===== src/rtl/desynk_pkg.sv =====
// Shared types and constants for the desynk glitch-chain blocks.
// Pure declarations; no latency and no flow control.
package desynk_pkg;

  typedef enum logic [2:0] {
    IDLE  = 3'd0,
    ARMED = 3'd1,
    DELAY = 3'd2,
    PULSE = 3'd3,
    DONE  = 3'd4
  } trig_seq_state_t;

  localparam int TRIG_SEQ_MIN_SYNC   = 2;
  localparam int TRIG_SEQ_FIRE_CNT_W = 16;

  function automatic logic [TRIG_SEQ_FIRE_CNT_W-1:0] sat_inc16(
    input logic [TRIG_SEQ_FIRE_CNT_W-1:0] v
  );
    return (v == '1) ? v : v + TRIG_SEQ_FIRE_CNT_W'(1);
  endfunction

endpackage


===== src/rtl/sync_edge_detect.sv =====
// Multi-stage synchroniser plus polarity-selected edge detector; edge_o is a registered
// one-cycle flag SYNC_STAGES cycles after capture. No backpressure: edges are never held.
module sync_edge_detect
  import desynk_pkg::*;
#(
  parameter int SYNC_STAGES = 2,
  parameter int EDGE_RISING = 1
) (
  input  logic clk,
  input  logic rst_n,
  input  logic async_i,
  output logic edge_o
);

  localparam int   STAGES   = (SYNC_STAGES < TRIG_SEQ_MIN_SYNC) ? TRIG_SEQ_MIN_SYNC : SYNC_STAGES;
  localparam logic IDLE_LVL = (EDGE_RISING != 0) ? 1'b0 : 1'b1;

  logic [STAGES-1:0] sync_q;
  logic              hist_q;
  logic              edge_q;
  logic              edge_d;

  // hist_q trails the last synchroniser stage so each edge yields exactly one flag.
  always_comb begin
    edge_d = 1'b0;
    if (EDGE_RISING != 0) begin
      edge_d = sync_q[STAGES-1] & ~hist_q;
    end else begin
      edge_d = ~sync_q[STAGES-1] & hist_q;
    end
  end

  always_ff @(posedge clk) begin
    if (!rst_n) begin
      sync_q <= {STAGES{IDLE_LVL}};
      hist_q <= IDLE_LVL;
      edge_q <= 1'b0;
    end else begin
      sync_q <= {sync_q[STAGES-2:0], async_i};
      hist_q <= sync_q[STAGES-1];
      edge_q <= edge_d;
    end
  end

  assign edge_o = edge_q;

endmodule


===== src/rtl/trigger_sequencer.sv =====
// Arm / wait-for-edge / delay / pulse sequencer; trigger rises edge+1+delay cycles after the flag.
// No backpressure: arm is ignored while busy. Optional fire counter via TRIGGER_SEQUENCER_COUNT_EN.
module trigger_sequencer
  import desynk_pkg::*;
#(
  parameter int DELAY_W     = 16,
  parameter int PULSE_W     = 8,
  parameter int SYNC_STAGES = 2,
  parameter int EDGE_RISING = 1
) (
  input  logic               clk,
  input  logic               rst_n,
  input  logic               arm,
  input  logic               abort,
  input  logic [DELAY_W-1:0] delay,
  input  logic [PULSE_W-1:0] pulse_len,
  input  logic               ext_trigger,
  output logic               trigger,
  output logic               armed,
  output logic               busy,
  output logic               done
`ifdef TRIGGER_SEQUENCER_COUNT_EN
  ,
  output logic [TRIG_SEQ_FIRE_CNT_W-1:0] fire_count
`endif
);

  localparam int CNT_W = (DELAY_W > PULSE_W) ? DELAY_W : PULSE_W;

  trig_seq_state_t    state_q;
  logic [DELAY_W-1:0] dly_q;
  logic [PULSE_W-1:0] len_q;
  logic [PULSE_W-1:0] len_d;
  logic [CNT_W-1:0]   cnt_q;
  logic [CNT_W-1:0]   dly_ext;
  logic [CNT_W-1:0]   len_ext;
  logic               cnt_zero;
  logic               edge_flag;
  logic               trigger_q;
  logic               armed_q;
  logic               busy_q;
  logic               done_q;

  sync_edge_detect #(
    .SYNC_STAGES(SYNC_STAGES),
    .EDGE_RISING(EDGE_RISING)
  ) u_sync_edge (
    .clk    (clk),
    .rst_n  (rst_n),
    .async_i(ext_trigger),
    .edge_o (edge_flag)
  );

  assign len_d    = (pulse_len == '0) ? PULSE_W'(1) : pulse_len;
  assign dly_ext  = CNT_W'(dly_q);
  assign len_ext  = CNT_W'(len_q);
  assign cnt_zero = (cnt_q == '0);

  // Outputs are registered alongside the state so they always describe the current state.
  always_ff @(posedge clk) begin
    if (!rst_n) begin
      state_q   <= IDLE;
      dly_q     <= '0;
      len_q     <= PULSE_W'(1);
      cnt_q     <= '0;
      trigger_q <= 1'b0;
      armed_q   <= 1'b0;
      busy_q    <= 1'b0;
      done_q    <= 1'b0;
    end else if (abort) begin
      state_q   <= IDLE;
      trigger_q <= 1'b0;
      armed_q   <= 1'b0;
      busy_q    <= 1'b0;
      done_q    <= 1'b0;
    end else begin
      case (state_q)
        IDLE: begin
          if (arm) begin
            dly_q   <= delay;
            len_q   <= len_d;
            state_q <= ARMED;
            armed_q <= 1'b1;
            busy_q  <= 1'b1;
          end
        end
        ARMED: begin
          if (edge_flag) begin
            armed_q <= 1'b0;
            if (dly_q == '0) begin
              state_q   <= PULSE;
              cnt_q     <= len_ext - CNT_W'(1);
              trigger_q <= 1'b1;
            end else begin
              state_q <= DELAY;
              cnt_q   <= dly_ext - CNT_W'(1);
            end
          end
        end
        DELAY: begin
          if (cnt_zero) begin
            state_q   <= PULSE;
            cnt_q     <= len_ext - CNT_W'(1);
            trigger_q <= 1'b1;
          end else begin
            cnt_q <= cnt_q - CNT_W'(1);
          end
        end
        PULSE: begin
          if (cnt_zero) begin
            state_q   <= DONE;
            trigger_q <= 1'b0;
            done_q    <= 1'b1;
          end else begin
            cnt_q <= cnt_q - CNT_W'(1);
          end
        end
        DONE: begin
          state_q <= IDLE;
          done_q  <= 1'b0;
          busy_q  <= 1'b0;
        end
        default: begin
          state_q   <= IDLE;
          trigger_q <= 1'b0;
          armed_q   <= 1'b0;
          busy_q    <= 1'b0;
          done_q    <= 1'b0;
        end
      endcase
    end
  end

  assign trigger = trigger_q;
  assign armed   = armed_q;
  assign busy    = busy_q;
  assign done    = done_q;

`ifdef TRIGGER_SEQUENCER_COUNT_EN
  logic                           pulse_entry;
  logic [TRIG_SEQ_FIRE_CNT_W-1:0] fire_cnt_q;
  logic [TRIG_SEQ_FIRE_CNT_W-1:0] fire_cnt_d;

  // Mirrors the FSM's PULSE-entry conditions; abort suppresses the entry, so no count.
  assign pulse_entry = !abort &&
                       (((state_q == ARMED) && edge_flag && (dly_q == '0)) ||
                        ((state_q == DELAY) && cnt_zero));
  assign fire_cnt_d  = pulse_entry ? sat_inc16(fire_cnt_q) : fire_cnt_q;

  always_ff @(posedge clk) begin
    if (!rst_n) begin
      fire_cnt_q <= '0;
    end else begin
      fire_cnt_q <= fire_cnt_d;
    end
  end

  assign fire_count = fire_cnt_q;
`endif

endmodule

===== config.mk =====
export PLATFORM = sky130hd
export DESIGN_NAME = trigger_sequencer
export DESIGN_NICKNAME = d
export VERILOG_FILES = /design/src/rtl/desynk_pkg.sv /design/src/rtl/sync_edge_detect.sv /design/src/rtl/trigger_sequencer.sv
export SDC_FILE = /design/constraint.sdc
export NUM_CORES = 1
export LEC_CHECK = 0
export ABC_AREA = 1
export ABC_CLOCK_PERIOD_IN_PS = 2100
export BUFFER_PORTS_ARGS = -buffer_cell sky130_fd_sc_hd__buf_2
export CAP_MARGIN = 15
export CORE_UTILIZATION = 40
export CTS_BUF_LIST = sky130_fd_sc_hd__clkbuf_8
export CTS_CLUSTER_DIAMETER = 150
export DETAILED_ROUTE_END_ITERATION = 8
export PLACE_DENSITY = 0.68
export SLEW_MARGIN = 5
export SYNTH_ARGS = -nofsm -noshare
export SYNTH_HDL_FRONTEND = slang
export SYNTH_SLANG_ARGS = --single-unit

===== constraint.sdc =====
create_clock -name clk -period 2.1 [get_ports clk]
set_input_delay 0.315 -clock clk [delete_from_list [all_inputs] [get_ports clk]]
set_output_delay 0.315 -clock clk [all_outputs]
set_load 0.01 [all_outputs]

# After elaboration in Yosys (flattened, before gate mapping)
# Index checks and enable logic that the tools add are counted.
# Widths: inputs -> output; s select.
# word_totals
out_inout_bits	4
register_bits	51
# classes
eq_ne	10
n_bitwise	8
n_mux	22
addsub	3
reduce_logical	17
# op_table
operator	n
$mux 16	4
$pmux 16 s3	1
$logic_not 16->1	2
$sub 16x1->16 const B	2
$mux 3	4
$pmux 3 s4	1
$ne 2x2->1 const B	5
$reduce_or 3->1	3
$sub 8x1->9 const B	1
$logic_not 8->1	1
$mux 8	1
$reduce_and 4->1	2
$mux 1	7
$not 1->1	7
$eq 3x2->1 const B	2
$reduce_and 3->1	2
$reduce_and 5->1	1
$pmux 1 s2	2
$pmux 1 s4	1
$reduce_and 2->1	2
$reduce_or 2->1	2
$eq 3x1->1 const B	1
$eq 3x3->1 const B	1
$logic_not 3->1	1
4 further kinds	4

# Logic depth before layout (Yosys ltp)
# logic_depth
word_depth	4
mapped_depth	13
mapped_depth_nobuf	13

# Cells and area by module
# From an unflattened synthesis, not the netlist that was laid out.
# unflattened
hier_cells	556
hier_area_um2	3348.2
# by_module_without_submodules
mod	instances	seq_area_each_um2	area_per_inst_um2	cells_per_inst
trigger_sequencer	1	940.9	3239.4	545
sync_edge_detect	1	80.1	108.9	11

# Worst setup path before layout
# OpenSTA, ideal clock, no wires.
# synth_path
path_type	flip-flop to flip-flop
startpoint	register cnt_q[0]
endpoint	register cnt_q[7]
setup_ns	0.115
stages_incl_launch_ff	11
path_slack_ns	0.520
t_arrival_ns	1.466
path_cell_list	dfxtp_1 > inv_1 > ha_1 > nand4_2 > nor2_4 > nand3_4 > nand2_4 > inv_4 > buf_6 > o21ai_1 > nor2_1
# synth_between
elab_chain_len	3
elab_cells_between_ends	7
cone_classes	1 x add/sub; 1 x eq/ne; 3 x mux; 2 x reduce/logical
# synth_rtl
element	line_no	source
from (decl)	trigger_sequencer.sv:34	logic [CNT_W-1:0] cnt_q;
from (signal assigned)	trigger_sequencer.sv:92	cnt_q <= len_ext - CNT_W'(1);
from (signal assigned)	trigger_sequencer.sv:96	cnt_q <= dly_ext - CNT_W'(1);
from (signal assigned)	trigger_sequencer.sv:103	cnt_q <= len_ext - CNT_W'(1);
$sub 16x1->16 / $logic_not 16->1 (equally long branches)	trigger_sequencer.sv:106, trigger_sequencer.sv:115, trigger_sequencer.sv:57	
$mux 16 (tied with other cells)	trigger_sequencer.sv:110	if (cnt_zero) begin
$pmux 16 s3 / $reduce_and 4->1 (equally long branches)	n/a	
# Parallel ways exist; a longest one is shown, timed or not. The select of a mux whose other input is x is not followed.
# A chain may end at the register's enable or synchronous reset.

# Worst setup path after layout
# layout_path
startpoint	register len_q[0]
endpoint	register cnt_q[8]
# layout_between
elab_chain_len	4
elab_cells_between_ends	5
cone_classes	1 x add/sub; 4 x mux
# layout_rtl
element	line_no	source
from (decl)	trigger_sequencer.sv:32	logic [PULSE_W-1:0] len_q;
from (signal assigned)	trigger_sequencer.sv:81	len_q <= len_d;
$sub 8x1->9 (*)	trigger_sequencer.sv:92, trigger_sequencer.sv:103	
$mux 16	trigger_sequencer.sv:90	if (dly_q == '0) begin
$mux 16	trigger_sequencer.sv:88	if (edge_flag) begin
$pmux 16 s3 (*)	trigger_sequencer.sv:77	case (state_q)
to (signal assigned)	trigger_sequencer.sv:92	
to (signal assigned)	trigger_sequencer.sv:103	
to (signal assigned)	trigger_sequencer.sv:106	cnt_q <= cnt_q - CNT_W'(1);
# Every way passes the cells marked *; elsewhere a longest branch is shown, timed or not. The select of a mux whose other input is x is not followed.

==> flow_summary.ini <==
[worst_setup_path]
critPathLaunchType = register
crit_buf_inv = 2
cp-end-kind = register
reg2reg_depth = 10
critPathKind = reg2reg
path_delay_family = simple AND/OR/NAND/NOR gates
critPathMaxFanout = 7
cp.arrival_ns = 2.11
critPathSlowestCell = nor2_1
critPathMaxStageDelay_ns = 0.39
critPathMostFrequentCell = nand2_1
required_ns = 2.36
path_depth = 10
crit_chain = inv_1 > ha_1 > nand3_1 > nor2_1 > nand2_1 > nand2_1 > nand2_1 > nand3_1 > nand2_1 > inv_1

[detailed_routing]
drc = 0
wirelength_mm = 8.22
initialDrtViolationCount = 171
wl_per_cell_um = 12.1
drtAntennaViolNets = 0
avgViaCountPerCell = 4.97
vias = 3370
firstDrtPassIters = 4

[yosys]
synth_top_area_share_pct = 30.6
synth.cell_area_mm2 = 0.00333
synth_seq_cells = 51
synth_edf_count = 0
synth_cell_types = 35
netlist_instances = 546
ys_seq_area_share_pct = 30.6
syn_nets = 578
synth_common_cells = nand2_1, nor2_1, inv_1, dfxtp_1, nand3_1
synth_area_leaders = dfxtp_1, nand2_1, nor2_1
yosys.area.top_type = dfxtp_1
yosysMostFrequentCell = nand2_1
postSynth.asyncResetShare_pct = 0
ys.warnings.count = 0
syn_avg_cell_area_um2 = 6.10
synth_flop_cell = dfxtp_1

[floorplanning]
rows = 32
die_h_um = 93.3
coreArea_mm2 = 0.00789
die_area_mm2 = 0.00870
fp.dieW_um = 93.3
io_pins = 33
start_util_pct = 42.3

[clock_tree]
cts-root-buf = clkbuf_8
cts_tree = done
postCtsSetupRepairBufs = 0
cts_inserted_buffers = 5
clkTransAtPathRegs_ns = 0.09
clockBufferDepth = 2
clock_sinks = 51
clk_latency_ns = 0.31
h-tree-depth = 2

[job]
timing.max_cap.violations = 0

[grt]
grt_max_degree = 33
track_usage_pct = 20.7
antenna_found_initial = 0
grt_pass1_wl_mm = 14.4
gr-total-overflow = 0
grt_pass1_vias = 3291

[power]
powerDensity_mw_per_mm2 = 742
p_total_mw = 2.72
vdd_drop_max_uv = 363
p_leak_nw = 1.88

[cells_and_area]
layout-drive-gt1-share_pct = 13.2
multi_input_area_mm2 = 0.00196
antennaDiodeCount = 0
regArea_mm2 = 0.00102
fin_util_pct = 46.5
final_cells = 678
finalNetCount = 608
fill_cells = 838
syn_to_final_growth_pct = 10.1

[timing]
finalMaxSlewViolations = 0
max-slew-margin-rel_pct = 63.2
finalSetupViolCount = 0
finalHoldViolCount = 0
min_period_over_period_pct = 88.3
min_period_ns = 1.85
max_freq_mhz = 539
fin_skew_ns = 0.00939
tns_ns = 0
rsz0062_at_grt = false
worst_pin_slew_ns = 0.552

[place]
hpwl_mm = 6.34
port_buffers = 32
dp.cells = 671
gp_congestion = 0.852

[hold_path]
min_path_cells = 3
hold_path.class = in2reg

[status]
status = completed
[worst min-delay path, stage by stage]
cell and delay [ns]:
buf_2 0.08, nand2_1 0.04, inv_1 0.04
[cells in the final DEF, fill, tap and decap left out, drive strengths merged]
cell | Yosys | final
nand2 | 151 | 151
nor2 | 95 | 95
inv | 78 | 78
dfxtp | 51 | 51
nand3 | 45 | 45
o21ai | 44 | 44
buf | 7 | 35
a21oi | 34 | 34
xor2 | 14 | 14
clkbuf | 5 | 6
nand4 | 4 | 4
nor3 | 3 | 3
ha | 3 | 3
or2 | 2 | 2
xnor2 | 2 | 2
o211ai | 2 | 2
nand3b | 1 | 1
o22ai | 1 | 1
o21a | 1 | 1
nor4 | 1 | 1
a211oi | 1 | 1
o21bai | 1 | 1
clkinv | 0 | 1
[cells by family after synthesis]
| family | count (synthesis) | share of synthesized area, % |
|---|---|---|
| AND/OR/NAND/NOR | 302 | 39.9 |
| buffers and inverters | 90 | 11.0 |
| flip-flops | 51 | 30.6 |
| adder cells (fa/ha/maj) | 3 | 1.13 |
| XOR/XNOR | 16 | 4.20 |
| AO/OA/AOI/OAI | 84 | 13.1 |
[routing by layer]
layer	wire length [um]	part of all wire [%]	global-route usage, %	vias up
met3	411	5.0	3.41	14
li1	-	-	-	1769
met5	0	0	0	-
met1	3850	47	26.7	1511
met2	3800	46	35.3	76
met4	158	1.9	6.15	0
[report_power, final]
part           switching (mW)  total [mW]  leakage, nW  internal [mW]
logic                   0.675        1.03         1.41          0.354
clock network           0.326       0.586       0.0470          0.259
registers              0.0669        1.11        0.418           1.04
[layout make-up]
| type | count | share of cell area [%] |
|---|---|---|
| Clock buffer | 6 | 2.25 |
| Timing Repair Buffer | 35 | 4.98 |
| Sequential cell | 51 | 27.8 |
| Inverter | 78 | 8.05 |
| Multi-Input combinational cell | 405 | 53.3 |
| Clock inverter | 1 | 0.136 |
| Tap cell | 102 | 3.48 |
[path summary, 6_finish.rpt]
check                                   startpoint                     to  slack [ns]
worst min-delay path                   ext_trigger  u_sync_edge.sync_q[0]        0.19
worst max register to register            len_q[0]               cnt_q[8]        0.25
worst max-delay path                      len_q[0]               cnt_q[8]        0.25
worst min register to register  u_sync_edge.hist_q     u_sync_edge.edge_o        0.39
[stage by stage]
stage / setup WS, ns / hold slack [ns] / area (um2)
after floorplan: 0.520 / 0.368 / 3330
after global placement: 0.235 / 0.376 / 3570
after detailed placement: 0.197 / 0.383 / 3570
after CTS: 0.177 / 0.189 / 3660
after global routing: 0.00430 / 0.198 / 3670
final: 0.246 / 0.194 / 3670
[repair_timing]
action                                  CTS  global route
endpoints found under the setup margin    0             1
resized for setup                         0             2
hold buffers                              0             0
[state kept, by name (all words and copies together) (netlist names)]
name,flops
u_sync_edge.hist_q,1
busy,1
u_sync_edge.edge_o,1
armed,1
done,1
state_q,3
len_q,8
trigger,1
u_sync_edge.sync_q,2
cnt_q,16
dly_ext,16
Note: power is estimated with default switching activity, not from simulation.
